===== src/rtl/lsu_pkg.sv =====
// Shared encodings for the load/store unit: funct3 sizes, FSM states, byte-enable patterns.
package lsu_pkg;
    localparam logic [2:0] F3_B  = 3'b000;
    localparam logic [2:0] F3_H  = 3'b001;
    localparam logic [2:0] F3_W  = 3'b010;
    localparam logic [2:0] F3_BU = 3'b100;
    localparam logic [2:0] F3_HU = 3'b101;

    localparam logic [3:0] BE_WORD    = 4'b1111;
    localparam logic [3:0] BE_HALF_LO = 4'b0011;
    localparam logic [3:0] BE_HALF_HI = 4'b1100;

    typedef enum logic [1:0] {
        IDLE   = 2'd0,
        ACCESS = 2'd1,
        DONE   = 2'd2
    } lsu_state_e;
endpackage


===== src/rtl/load_align.sv =====
// Load data extraction: picks the addressed byte/half out of the bus word and extends it.
module load_align
    import lsu_pkg::*;
(
    input  logic [31:0] rdata,
    input  logic [1:0]  offset,
    input  logic [2:0]  funct3,
    output logic [31:0] result
);
    logic [31:0] byte_sh;
    logic [31:0] half_sh;

    assign byte_sh = rdata >> {offset, 3'b000};
    assign half_sh = rdata >> {offset[1], 4'b0000};

    always_comb begin
        case (funct3)
            F3_B:    result = {{24{byte_sh[7]}}, byte_sh[7:0]};
            F3_BU:   result = {24'd0, byte_sh[7:0]};
            F3_H:    result = {{16{half_sh[15]}}, half_sh[15:0]};
            F3_HU:   result = {16'd0, half_sh[15:0]};
            default: result = rdata;
        endcase
    end
endmodule


===== src/rtl/load_store_unit.sv =====
// RV32I memory stage: issues one bus access per load/store and stalls the core until it completes.
// Optional LSU_TIMEOUT_EN aborts an access after TIMEOUT_CYCLES cycles without bus_ready_i.
module load_store_unit
    import lsu_pkg::*;
#(
    parameter int unsigned TIMEOUT_CYCLES = 16
) (
    input  logic        clk,
    input  logic        reset,
    input  logic        mem_read_i,
    input  logic        mem_write_i,
    input  logic [2:0]  funct3_i,
    input  logic [31:0] address_i,
    input  logic [31:0] store_data_i,
    output logic [31:0] load_data_o,
    output logic        stall_o,
    output logic        misaligned_o,
    output logic        bus_error_o,
    output logic        bus_req_o,
    output logic        bus_we_o,
    output logic [31:0] bus_addr_o,
    output logic [3:0]  bus_be_o,
    output logic [31:0] bus_wdata_o,
    input  logic        bus_ready_i,
    input  logic [31:0] bus_rdata_i
);
    lsu_state_e  state, state_next;
    logic        we_q;
    logic [31:0] addr_q;
    logic [1:0]  offset_q;
    logic [3:0]  be_q;
    logic [31:0] wdata_q;
    logic [2:0]  funct3_q;

    logic        is_half, is_word, misaligned;
    logic [3:0]  be_calc;
    logic [31:0] wdata_calc;
    logic [31:0] align_data;
    logic        issue, capture, abort, expired;

    // Size is decoded from funct3[1:0] for both loads and stores, so 011/11x fall to word.
    assign is_half    = (funct3_i[1:0] == 2'b01);
    assign is_word    = funct3_i[1];
    assign misaligned = (is_half & address_i[0]) | (is_word & (|address_i[1:0]));

    always_comb begin
        be_calc    = 4'b0001 << address_i[1:0];
        wdata_calc = {4{store_data_i[7:0]}};
        if (is_word) begin
            be_calc    = BE_WORD;
            wdata_calc = store_data_i;
        end else if (is_half) begin
            be_calc    = address_i[1] ? BE_HALF_HI : BE_HALF_LO;
            wdata_calc = {2{store_data_i[15:0]}};
        end
    end

    load_align u_align (
        .rdata  (bus_rdata_i),
        .offset (offset_q),
        .funct3 (funct3_q),
        .result (align_data)
    );

`ifdef LSU_TIMEOUT_EN
    localparam int CW = $clog2(TIMEOUT_CYCLES + 1);
    logic [CW-1:0] tcnt;
    logic          err_q;

    assign expired     = (tcnt == CW'(TIMEOUT_CYCLES - 1));
    assign bus_error_o = err_q;

    always_ff @(posedge clk) begin
        if (reset) begin
            tcnt  <= '0;
            err_q <= 1'b0;
        end else begin
            err_q <= abort;
            if (state != ACCESS)
                tcnt <= '0;
            else if (tcnt != CW'(TIMEOUT_CYCLES))
                tcnt <= tcnt + 1'b1;
        end
    end
`else
    assign expired     = 1'b0;
    assign bus_error_o = 1'b0;
`endif

    always_comb begin
        state_next   = state;
        stall_o      = 1'b0;
        misaligned_o = 1'b0;
        bus_req_o    = 1'b0;
        bus_we_o     = 1'b0;
        bus_addr_o   = '0;
        bus_be_o     = '0;
        bus_wdata_o  = '0;
        issue        = 1'b0;
        capture      = 1'b0;
        abort        = 1'b0;
        case (state)
            IDLE: begin
                if (mem_read_i | mem_write_i) begin
                    if (misaligned) begin
                        misaligned_o = 1'b1;
                    end else begin
                        stall_o    = 1'b1;
                        issue      = 1'b1;
                        state_next = ACCESS;
                    end
                end
            end
            ACCESS: begin
                stall_o     = 1'b1;
                bus_req_o   = 1'b1;
                bus_we_o    = we_q;
                bus_addr_o  = addr_q;
                bus_be_o    = be_q;
                bus_wdata_o = wdata_q;
                // A ready coinciding with expiry completes normally.
                if (bus_ready_i) begin
                    capture    = ~we_q;
                    state_next = DONE;
                end else if (expired) begin
                    abort      = 1'b1;
                    state_next = DONE;
                end
            end
            DONE:    state_next = IDLE;
            default: state_next = IDLE;
        endcase
    end

    always_ff @(posedge clk) begin
        if (reset) begin
            state       <= IDLE;
            we_q        <= 1'b0;
            addr_q      <= '0;
            offset_q    <= '0;
            be_q        <= '0;
            wdata_q     <= '0;
            funct3_q    <= '0;
            load_data_o <= '0;
        end else begin
            state <= state_next;
            if (issue) begin
                we_q     <= mem_write_i;
                addr_q   <= {address_i[31:2], 2'b00};
                offset_q <= address_i[1:0];
                be_q     <= be_calc;
                wdata_q  <= mem_write_i ? wdata_calc : 32'd0;
                funct3_q <= funct3_i;
            end
            if (capture)
                load_data_o <= align_data;
            else if (abort)
                load_data_o <= '0;
        end
    end
endmodule


===== config.mk =====
export PLATFORM = sky130hd
export DESIGN_NAME = load_store_unit
export DESIGN_NICKNAME = d
export VERILOG_FILES = /design/src/rtl/lsu_pkg.sv /design/src/rtl/load_align.sv /design/src/rtl/load_store_unit.sv
export SDC_FILE = /design/constraint.sdc
export NUM_CORES = 1
export LEC_CHECK = 0
export CORE_MARGIN = 5
export CORE_UTILIZATION = 30
export DETAILED_ROUTE_END_ITERATION = 16
export PLACE_DENSITY = 0.66
export RECOVER_POWER = 25
export SLEW_MARGIN = 20
export SYNTH_ARGS = -nofsm -noshare
export SYNTH_HDL_FRONTEND = slang
export SYNTH_SLANG_ARGS = --single-unit

===== constraint.sdc =====
create_clock -name clk -period 2.1 [get_ports clk]
set_input_delay 0.42 -clock clk [delete_from_list [all_inputs] [get_ports clk]]
set_output_delay 0.42 -clock clk [all_outputs]
set_load 0.1 [all_outputs]

==> results of run 1 <==
## flip-flops by register name, summed over array words and instances, names as in the netlist
register,count
state,2
wdata_q,32
offset_q,2
addr_q,30
funct3_q,3
be_q,4
load_data_o,32
we_q,1
## where the power goes
group	leakage, nW	switching (mW)	internal [mW]
logic	2.18	1.02	0.581
clock network	0.152	0.808	1.05
registers	0.867	0.0794	2.14
total	3.20	1.91	3.78
## layout by cell type (no fill, tap or decap), types with 3 or more instances in the layout
master	instances
nand3b_1	8
clkbuf_16	9
nand2_1	103
o2bb2ai_1	25
mux2i_1	14
a32o_1	4
nor2b_1	19
and2_1	38
a211oi_2	8
and2_4	10
o21bai_1	4
nand2b_1	5
conb_1	3
clkbuf_2	32
nor3_1	11
mux2_2	9
and2_2	21
buf_12	74
nor2_1	37
a211oi_1	20
a21oi_1	36
a22o_1	9
nand3_1	3
dfxtp_1	104
buf_4	28
o21ai_1	5
o21ai_0	12
a2111oi_2	4
clkdlybuf4s50_1	98
## worst max-delay path, cell delays in order (launching register included)
cell and delay (ns):
dfxtp_4 0.39, nand2b_4 0.15, clkinv_1 0.11, buf_4 0.22, and2_2 0.23, buf_12 0.17
## final cells by class
cell class | count | area, µm²
multi-input combinational | 440 | 2810
sequential | 106 | 2130
fill | 1564 | 8200
clock buffer | 9 | 225
timing repair buffer | 238 | 2890
clock inverter | 7 | 101
inverter | 4 | 15.0
tap | 220 | 275
## kinds of logic after synthesis
group	Yosys count	synth area share, %
buffers and inverters	57	5.64
other	1	0.0732
muxes	24	5.01
AOI/OAI and AO/OA	143	21.4
and+or+nand+nor	270	26.4
DFF	106	41.4
## worst max-delay path by stage
| stage | startpoint | to | slack [ns] | cells past startpoint |
|---|---|---|---|---|
| 2_1_floorplan | state[1] | bus_addr_o[22] | -0.06 | 4 |
| 3_3_place_gp | funct3_i[1] | wdata_q[18] | -0.21 | 6 |
| 3_5_place_dp | funct3_i[1] | wdata_q[13] | -0.23 | 6 |
| 4_1_cts | state[1] | bus_addr_o[19] | 0.02 | 5 |
| 5_1_grt | state[1] | bus_addr_o[6] | -0.04 | 5 |
| 6_report | state[1] | bus_addr_o[19] | 0.06 | 5 |
## layer usage
metal  track usage (%)  routed length (µm)  vias up
met2              27.4                8030      176
met1              20.7                6910     2324
met5                 0                  13        -
li1                  -                   -     2463
met4              3.67                 241        2
met3              8.50                2010       21
## repair_timing
item,4_1_cts,5_1_grt
gates resized for setup,6,4
setup endpoints to repair,69,61
pin swaps,0,1
==> out/qor.yml, run 1 <==
status:
  status: "finished, final reports clean"
power_and_ir_drop:
  power_density_nw_per_um2: 673
  leakage_nw: 3.20
  totalPowerFinal_mw: 5.68
  ir_drop_mv: 0.421
logic_synthesis:
  post_synth_num_cell_types: 53
  synth_common_cells: "dfxtp_1 (106), nand2_1 (103), and2_1 (69)"
  ys_ff_latch: 106
  async_flop_share_pct: 0
  postSynthAreaPerCell_um2: 8.53
  synth_ff_type: "dfxtp_1"
  yosysTopAreaCell: "dfxtp_1"
  synth_edf_count: 0
  synth_top_area_share_pct: 41.4
  ys_seq_area_share_pct: 41.4
  syn_inst: 601
  synth.most_common_cell: "dfxtp_1"
  syn_area_um2: 5120
  ys.warnings.count: 0
  ys_top_cells_by_area: "dfxtp_1 (41%), and2_1 (8.4%), nand2_1 (7.5%)"
flow_run:
  max-cap-violations: 0
clock_network:
  cts_root_buf: "clkbuf_16"
  cts_tree: "built"
  cts.clk_slew.worst_paths_ns: 0.07
  cts_setup_buffers: 0
  hold_buffers: 0
  numCtsBuffers: 9
  insertion_delay_ns: 0.35
  clock_sinks: 106
  htree_levels: 3
  cts_max_path_buffers: 2
timing:
  fin_skew_ns: 0.00769
  finalHoldViolCount: 0
  fmax_mhz: 490
  finalSetupViolCount: 0
  period_share_pct: 97.2
  slew_viol_final: 0
  hold_ws_ns: 0.394
  grt_setup_unrepaired: "yes"
  worstMarginPinSlew_ns: 0.889
  tns_ns: 0
  setup_slack_ns: 0.0590
  relSlewSlack_pct: 40.6
  fin_crit_ns: 2.04
place:
  io_buffer_count: 205
  pre_cts_ws_ns: -0.227
  dpl.hpwl_um: 12800
  gp_congestion: 0.812
  placed_cell_area_um2: 8190
  placed_cells: 1008
routing:
  num_vias: 4986
  wire_per_inst_um: 16.8
  drc_errors: 0
  drt_iter0_markers: 190
  ant_nets: 0
  vias_per_cell: 4.87
  routed_wl_um: 17200
  drt-pass1-iter-count: 4
finish:
  area_growth_pct: 64.8
  final_core_util_pct: 50.7
  antenna_cells: 0
  design_area_um2: 8440
  drive_above_1_share_pct: 27.4
  fin_nets: 903
  instances_no_fill: 1024
global_routing:
  grt.overflow.total: 0
  antenna_found_initial: 1
  track_usage_pct: 17.1
  grt_pass1_wl_um: 27100
  grt_max_degree: 49
  grt_pass1_vias: 4905
floorplan:
  floorplan.die_area_um2: 19800
  ios: 209
  die_h_um: 141
  start_util_pct: 30.8
  die_w_um: 141
  core_um2: 16600
  row_count: 47
setup_path:
  cp-start-kind: "flop"
  timing.rr.start: "state[0]"
  r2r-end: "wdata_q[16]"
  path_class: "flop to output pin"
  r2r_slack_ns: 0.30
  critPathMaxFanout: 20
  critPathCaptureType: "output pin"
  r2r_cells: 5
  required_ns: 1.68
  crit_arrival_ns: 1.62
worst_hold_path:
  min_path_type: "input pin to flop"
  min_path_cells: 2
  hold_end: "state[0]"
  worstHoldStart: "reset"
(Power assumes the default switching activity.)
==> inputs of run 2 (changes only) <==
CORE_UTILIZATION = 44   (was 30)
PLACE_DENSITY = 0.89   (was 0.66)
==> out/qor.yml, run 2 (synthesis results as in run 1) <==
clock_network:
  cts_root_buf: "clkbuf_16"
  insertion_delay_ns: 0.34  # about the same
  numCtsBuffers: 9  # unchanged
  cts_tree: "built"
  htree_levels: 3  # unchanged
  cts.clk_slew.worst_paths_ns: 0.07  # about the same
  cts_max_path_buffers: 2  # unchanged
  clock_sinks: 106  # unchanged
global_routing:
  grt_use_met2_pct: 42.1  # +15 points
  grt_util_met3_pct: 8.89  # +0.39 points
  gr-max-usage-layer: "met2"
  grt_pass1_wl_um: 27900  # +3.0%
  antenna_found_initial: 1  # unchanged
  use_met1_pct: 27.4  # +6.6 points
  grt_pass1_vias: 5493  # +12%
  grt.overflow.total: 0  # unchanged
  track_usage_pct: 24.2  # +7.1 points
  grt_max_degree: 43  # -12%
timing:
  finalHoldViolCount: 0  # unchanged
  fin_crit_ns: 2.02  # -0.0258 ns
  grt_setup_unrepaired: "no"
  tns_ns: 0  # unchanged
  worstMarginPinSlew_ns: 0.817  # -0.0722 ns
  relSlewSlack_pct: 45.5  # +4.8 points
  fin_skew_ns: 0.00745  # -0.000244 ns
  finalSetupViolCount: 0  # unchanged
  fmax_mhz: 496  # +1.3%
  slew_viol_final: 0  # unchanged
  setup_slack_ns: 0.0847  # +0.0258 ns
  period_share_pct: 96.0  # -1.2 points
routing:
  num_vias: 5236  # +5.0%
  drt_iter0_markers: 437  # +130%
  vias_per_cell: 5.54  # +14%
  drc_errors: 0  # unchanged
  drt-pass1-iter-count: 5  # +1
  ant_nets: 0  # unchanged
  routed_wl_um: 17600  # +2.4%
  wire_per_inst_um: 18.6  # +11%
finish:
  design_area_um2: 8350  # -1.2%
  reg_top3: "load_data_o x32, wdata_q x32, addr_q x30"
  final_core_util_pct: 73.1  # +22 points
  area_growth_pct: 62.9
  final_cell_mix: "dfxtp_1 (104), nand2_1 (101), clkdlybuf4s50_1 (97)"
  antenna_cells: 0  # unchanged
  seqCellArea_um2: 2130  # unchanged
  drive_above_1_share_pct: 26.9  # -0.43 points
  multiInputGateArea_um2: 2800  # -0.22%
  fin_nets: 902  # -0.11%
  mostFrequentLayoutCell: "dfxtp_1"
  fillers: 838  # -46%
floorplan:
  die_h_um: 118  # -16%
  ios: 209  # unchanged
  row_count: 39  # -17%
  start_util_pct: 44.9  # +14 points
  floorplan.die_area_um2: 13900  # -30%
  die_w_um: 118  # -16%
  core_um2: 11400  # -31%
place:
  gp_congestion: 0.924  # +14%
  dpl.hpwl_um: 13000  # +1.7%
  placed_cell_area_um2: 8060  # -1.6%
  io_buffer_count: 205  # unchanged
  pre_cts_ws_ns: -0.273  # -0.0457 ns
status:
  status: "finished, final reports clean"
setup_path:
  path_class: "flop to output pin"
  critPathMaxFanout: 17  # -15%
  cp-start-kind: "flop"
  critPathCaptureType: "output pin"
  crit_arrival_ns: 1.60  # -0.02 ns
  slowest_stage: "dfxtp_4"
  required_ns: 1.68  # about the same
  crit_chain: "nand2b_4 > clkinv_4 > clkbuf_16 > and2_2 > buf_12"
  crit_path_max_incr_delay_ns: 0.38  # about the same
power_and_ir_drop:
  leakage_nw: 3.20  # about the same
  totalPowerFinal_mw: 5.45  # -4.1%
  ir_drop_mv: 0.500  # +19%
  power_density_nw_per_um2: 653  # -2.9%
flow_run:
  max-cap-violations: 0  # unchanged
worst_hold_path:
  min_path_type: "input pin to flop"
==> run 2: cell count changes in the layout (fill, tap and decap cells not counted), sizes merged <==
| cell | previous run | this run |
|---|---|---|
| clkdlybuf4s50 | 98 | 97 |
| dlymetal6s2s | 2 | 3 |
| clkinv | 3 | 1 |
| bufinv | 2 | 0 |
| clkinvlp | 2 | 1 |
| inv | 4 | 6 |
| clkbuf | 42 | 51 |
| buf | 103 | 95 |
==> run 2: through the flow <==
| step | hold WS [ns] | cells |
|---|---|---|
| after floorplan | 0.424 | 603 |
| after global placement | 0.437 | 926 |
| after detailed placement | 0.444 | 926 |
| after CTS | 0.372 | 943 |
| after global routing | 0.386 | 945 |
| final | 0.377 | 945 |
==> run 2: what timing repair did <==
| item | 4_1_cts | 5_1_grt |
|---|---|---|
| buffers inserted | 1 | 0 |
| resized for setup | 11 | 12 |
| hold buffers | 0 | 0 |
| pin swaps | 2 | 1 |
| gates cloned | 1 | 2 |
| endpoints found under the setup margin | 68 | 77 |
==> run 2: where the power goes <==
group	internal, mW	total, mW	leakage, nW	switching, mW
Combinational	0.593	1.63	2.20	1.04
Sequential	2.14	2.23	0.867	0.0895
Clock	0.845	1.59	0.133	0.746
==> run 2: layout make-up <==
class                   count  area share, %
well taps                 143           2.14
flip-flops and latches    106           25.5
multi-input cells         440           33.6
inverters                   4          0.240
clock buffers              11           2.91
clock inverters             4          0.405
repair buffers            237           35.2
==> run 2: worst max-delay path: cells and delay by family, from the launching register on <==
| kind | cells | cell delay (ns) |
|---|---|---|
| buffers and inverters | 3 | 0.49 |
| and+or+nand+nor | 2 | 0.39 |
| DFF | 1 | 0.38 |
==> run 2: routing by layer <==
layer | vias up | wire length, µm
li1 | 2466 | -
met1 | 2472 | 6770
met2 | 258 | 8710
met3 | 38 | 1660
met4 | 2 | 469
met5 | - | 13
==> run 2: worst paths after layout <==
kind	from	endpoint	slack (ns)	cells past startpoint
worst max-delay path	state[1]	bus_addr_o[20]	0.08	5
worst min-delay path	reset	addr_q[28]	0.38	2
worst min register to register	addr_q[16]	addr_q[16]	0.45	2
worst max register to register	offset_q[1]	load_data_o[25]	0.21	5
==> inputs of run 3 (changes only) <==
--- a/config.mk
+++ b/config.mk
@@ -6,7 +6,8 @@
 export NUM_CORES = 1
 export LEC_CHECK = 0
-export CORE_MARGIN = 5
+export CORE_MARGIN = 4
 export CORE_UTILIZATION = 44
 export DETAILED_ROUTE_END_ITERATION = 16
+export GPL_TIMING_DRIVEN = 0
 export PLACE_DENSITY = 0.89
 export RECOVER_POWER = 25
==> constraint.sdc (replaced) <==
create_clock -name clk -period 2.1 [get_ports clk]
set_input_delay 0.315 -clock clk [delete_from_list [all_inputs] [get_ports clk]]
set_output_delay 0.315 -clock clk [all_outputs]
set_load 0.1 [all_outputs]
==> out/qor.yml, run 3 (synthesis results as in run 1) <==
power_and_ir_drop:
  power.internal_mw: 3.73  # +4.2%
  leakage_nw: 3.16  # -1.1%
  p_clk_share_pct: 32.9  # +3.7 points
  switching_share_pct: 33.4  # -0.95 points
  ir_drop_mv: 0.707  # +41%
  comb_power_share_pct: 27.6  # -2.3 points
  power.switching_mw: 1.87  # -0.16%
  pwr-share-seq_pct: 39.6  # -1.4 points
  power_density_nw_per_um2: 729  # +12%
  totalPowerFinal_mw: 5.60  # +2.7%
floorplan:
  row_count: 39  # unchanged
  ios: 209  # unchanged
  die_h_um: 116  # -1.7%
  core_um2: 11400  # unchanged
  floorplan.die_area_um2: 13400  # -3.4%
  start_util_pct: 44.9  # unchanged
  die_w_um: 116  # -1.7%
finish:
  area_growth_pct: 50.0
  final_core_util_pct: 67.3  # -5.8 points
  drive_above_1_share_pct: 23.2  # -3.8 points
  fillers: 952  # +14%
  reg_top3: "load_data_o x32, wdata_q x32, addr_q x30"
  seqCellArea_um2: 2120  # -0.12%
  mostFrequentLayoutCell: "dfxtp_1"
  fin_nets: 923  # +2.3%
  multiInputGateArea_um2: 2800  # -0.13%
  final_cell_mix: "dfxtp_1 (104), nand2_1 (102), clkdlybuf4s50_1 (100)"
routing:
  routed_wl_um: 17200  # -2.6%
  met3_wirelength_um: 1740  # +5.3%
  drc_errors: 0  # unchanged
  ant_nets: 0  # unchanged
  wl_met1_um: 6740  # -0.49%
  drt_iter0_markers: 413  # -5.5%
  wl_met2_um: 8130  # -6.7%
  vias_per_cell: 5.43  # -2.0%
  wire_per_inst_um: 17.7  # -4.9%
  drt-pass1-iter-count: 6  # +1
  num_vias: 5256  # +0.38%
  routed.top_layer: "met4"
flow_run:
  max-cap-violations: 0  # unchanged
worst_hold_path:
  min_path_cells: 2  # unchanged
  worstHoldStart: "reset"
  min_path_type: "input pin to flop"
  hold_end: "load_data_o[1]"
clock_network:
  htree_levels: 3  # unchanged
  insertion_delay_ns: 0.35  # about the same
  cts.clk_slew.worst_paths_ns: 0.07  # about the same
  cts_root_buf: "clkbuf_16"
  numCtsBuffers: 9  # unchanged
  hold_buffers: 0  # unchanged
  cts_max_path_buffers: 2  # unchanged
  cts_tree: "built"
  clock_sinks: 106  # unchanged
setup_path:
  path_class: "flop to output pin"
  cp-start-kind: "flop"
  required_ns: 1.78  # +0.10 ns
  r2r-end: "load_data_o[17]"
  crit_arrival_ns: 1.71  # +0.11 ns
  critPathMaxFanout: 10  # -7
  r2r_slack_ns: 0.38  # +0.17 ns
  r2r_cells: 5  # unchanged
  timing.rr.start: "offset_q[1]"
  critPathCaptureType: "output pin"
global_routing:
  antenna_found_initial: 1  # unchanged
  grt_max_degree: 17  # -60%
  grt.overflow.total: 0  # unchanged
  track_usage_pct: 25.2  # +1.0 points
  grt_pass1_wl_um: 26500  # -4.9%
  grt_pass1_vias: 5123  # -6.7%
place:
  io_buffer_count: 204  # -0.49%
  dpl.hpwl_um: 12700  # -2.2%
  gp_congestion: 0.826  # -11%
timing:
  fin_skew_ns: 0.00694  # -0.000505 ns
  relSlewSlack_pct: 33.8  # -12 points
  fin_crit_ns: 2.02  # +0.00929 ns
  worstMarginPinSlew_ns: 0.996  # +0.179 ns
  finalHoldViolCount: 0  # unchanged
  period_share_pct: 96.4  # +0.44 points
  fmax_mhz: 494  # -0.46%
  finalSetupViolCount: 0  # unchanged
  slew_viol_final: 0  # unchanged
status:
  status: "finished, final reports clean"
run 3: cell count changes in the layout (fill, tap and decap cells not counted), moves of 5 or more:
cell	delta
a211oi_1	-5
a211oi_2	+5
and2_1	+5
and2_2	+8
and2_4	-13
buf_12	-75
buf_2	+25
buf_4	+31
buf_6	+14
buf_8	+10
clkbuf_1	+11
clkbuf_2	-30
dlygate4sd2_1	+31
run 3: repair_timing:
action / CTS / global route
setup buffers: 0 / 1
pin swaps: 0 / 1
resized for setup: 491 / 10
setup endpoints to repair: 102 / 33
hold endpoints to repair: 0 / 0
run 3: area by class of cell:
| class | count | area share [%] |
|---|---|---|
| multi-input cells | 440 | 36.4 |
| flip-flops and latches | 106 | 27.7 |
| repair buffers | 205 | 25.2 |
| clock buffers | 11 | 3.16 |
| well taps | 143 | 2.33 |
| clock inverters | 5 | 1.01 |
| plain buffers | 53 | 3.99 |
| diodes | 1 | 0.0326 |
| inverters | 4 | 0.195 |
run 3: through the flow:
| stage | instances | hold WS, ns | worst slack, ns | setup TNS, ns | area [µm²] |
|---|---|---|---|---|---|
| after floorplan | 603 | 0.424 | 0.0798 | 0 | 5170 |
| after global placement | 950 | 0.437 | -1.12 | -49.07 | 7390 |
| after detailed placement | 950 | 0.442 | -1.14 | -51.55 | 7390 |
| after CTS | 966 | 0.300 | 0.00220 | 0 | 7640 |
| after global routing | 968 | 0.311 | -0.0125 | -0.0126 | 7680 |
| final | 968 | 0.301 | 0.0755 | 0 | 7680 |
run 3: worst max path at each step:
stage	startpoint	endpoint	slack, ns	cells past startpoint
floorplan	state[1]	bus_addr_o[22]	0.08	4
global placement	funct3_i[1]	stall_o	-1.12	6
detailed placement	funct3_i[1]	stall_o	-1.14	6
CTS	state[0]	bus_addr_o[16]	0.002	6
global route	funct3_i[0]	stall_o	-0.01	6
finish	state[1]	bus_addr_o[19]	0.08	6
run 3: worst max-delay path: stages, from the launching register on:
cell	delay (ns)
dfxtp_2	0.35
nand2b_4	0.16
inv_2	0.10
clkbuf_8	0.18
clkbuf_4	0.19
and2_2	0.16
buf_6	0.22
run 3: layer usage:
layer	track usage, %	up-vias
met5	0	-
met4	8.35	0
met3	9.61	47
met2	42.5	238
met1	29.6	2466
li1	-	2505
run 3: power by group through the flow:
stage | clock, mW | combinational, mW | sequential [mW]
2_1_floorplan | 0 | 0.746 | 2.53
3_3_place_gp | 0 | 1.52 | 2.25
3_5_place_dp | 0 | 1.54 | 2.26
4_1_cts | 1.87 | 1.53 | 2.21
5_1_grt | 1.95 | 1.63 | 2.23
6_report | 1.84 | 1.54 | 2.22
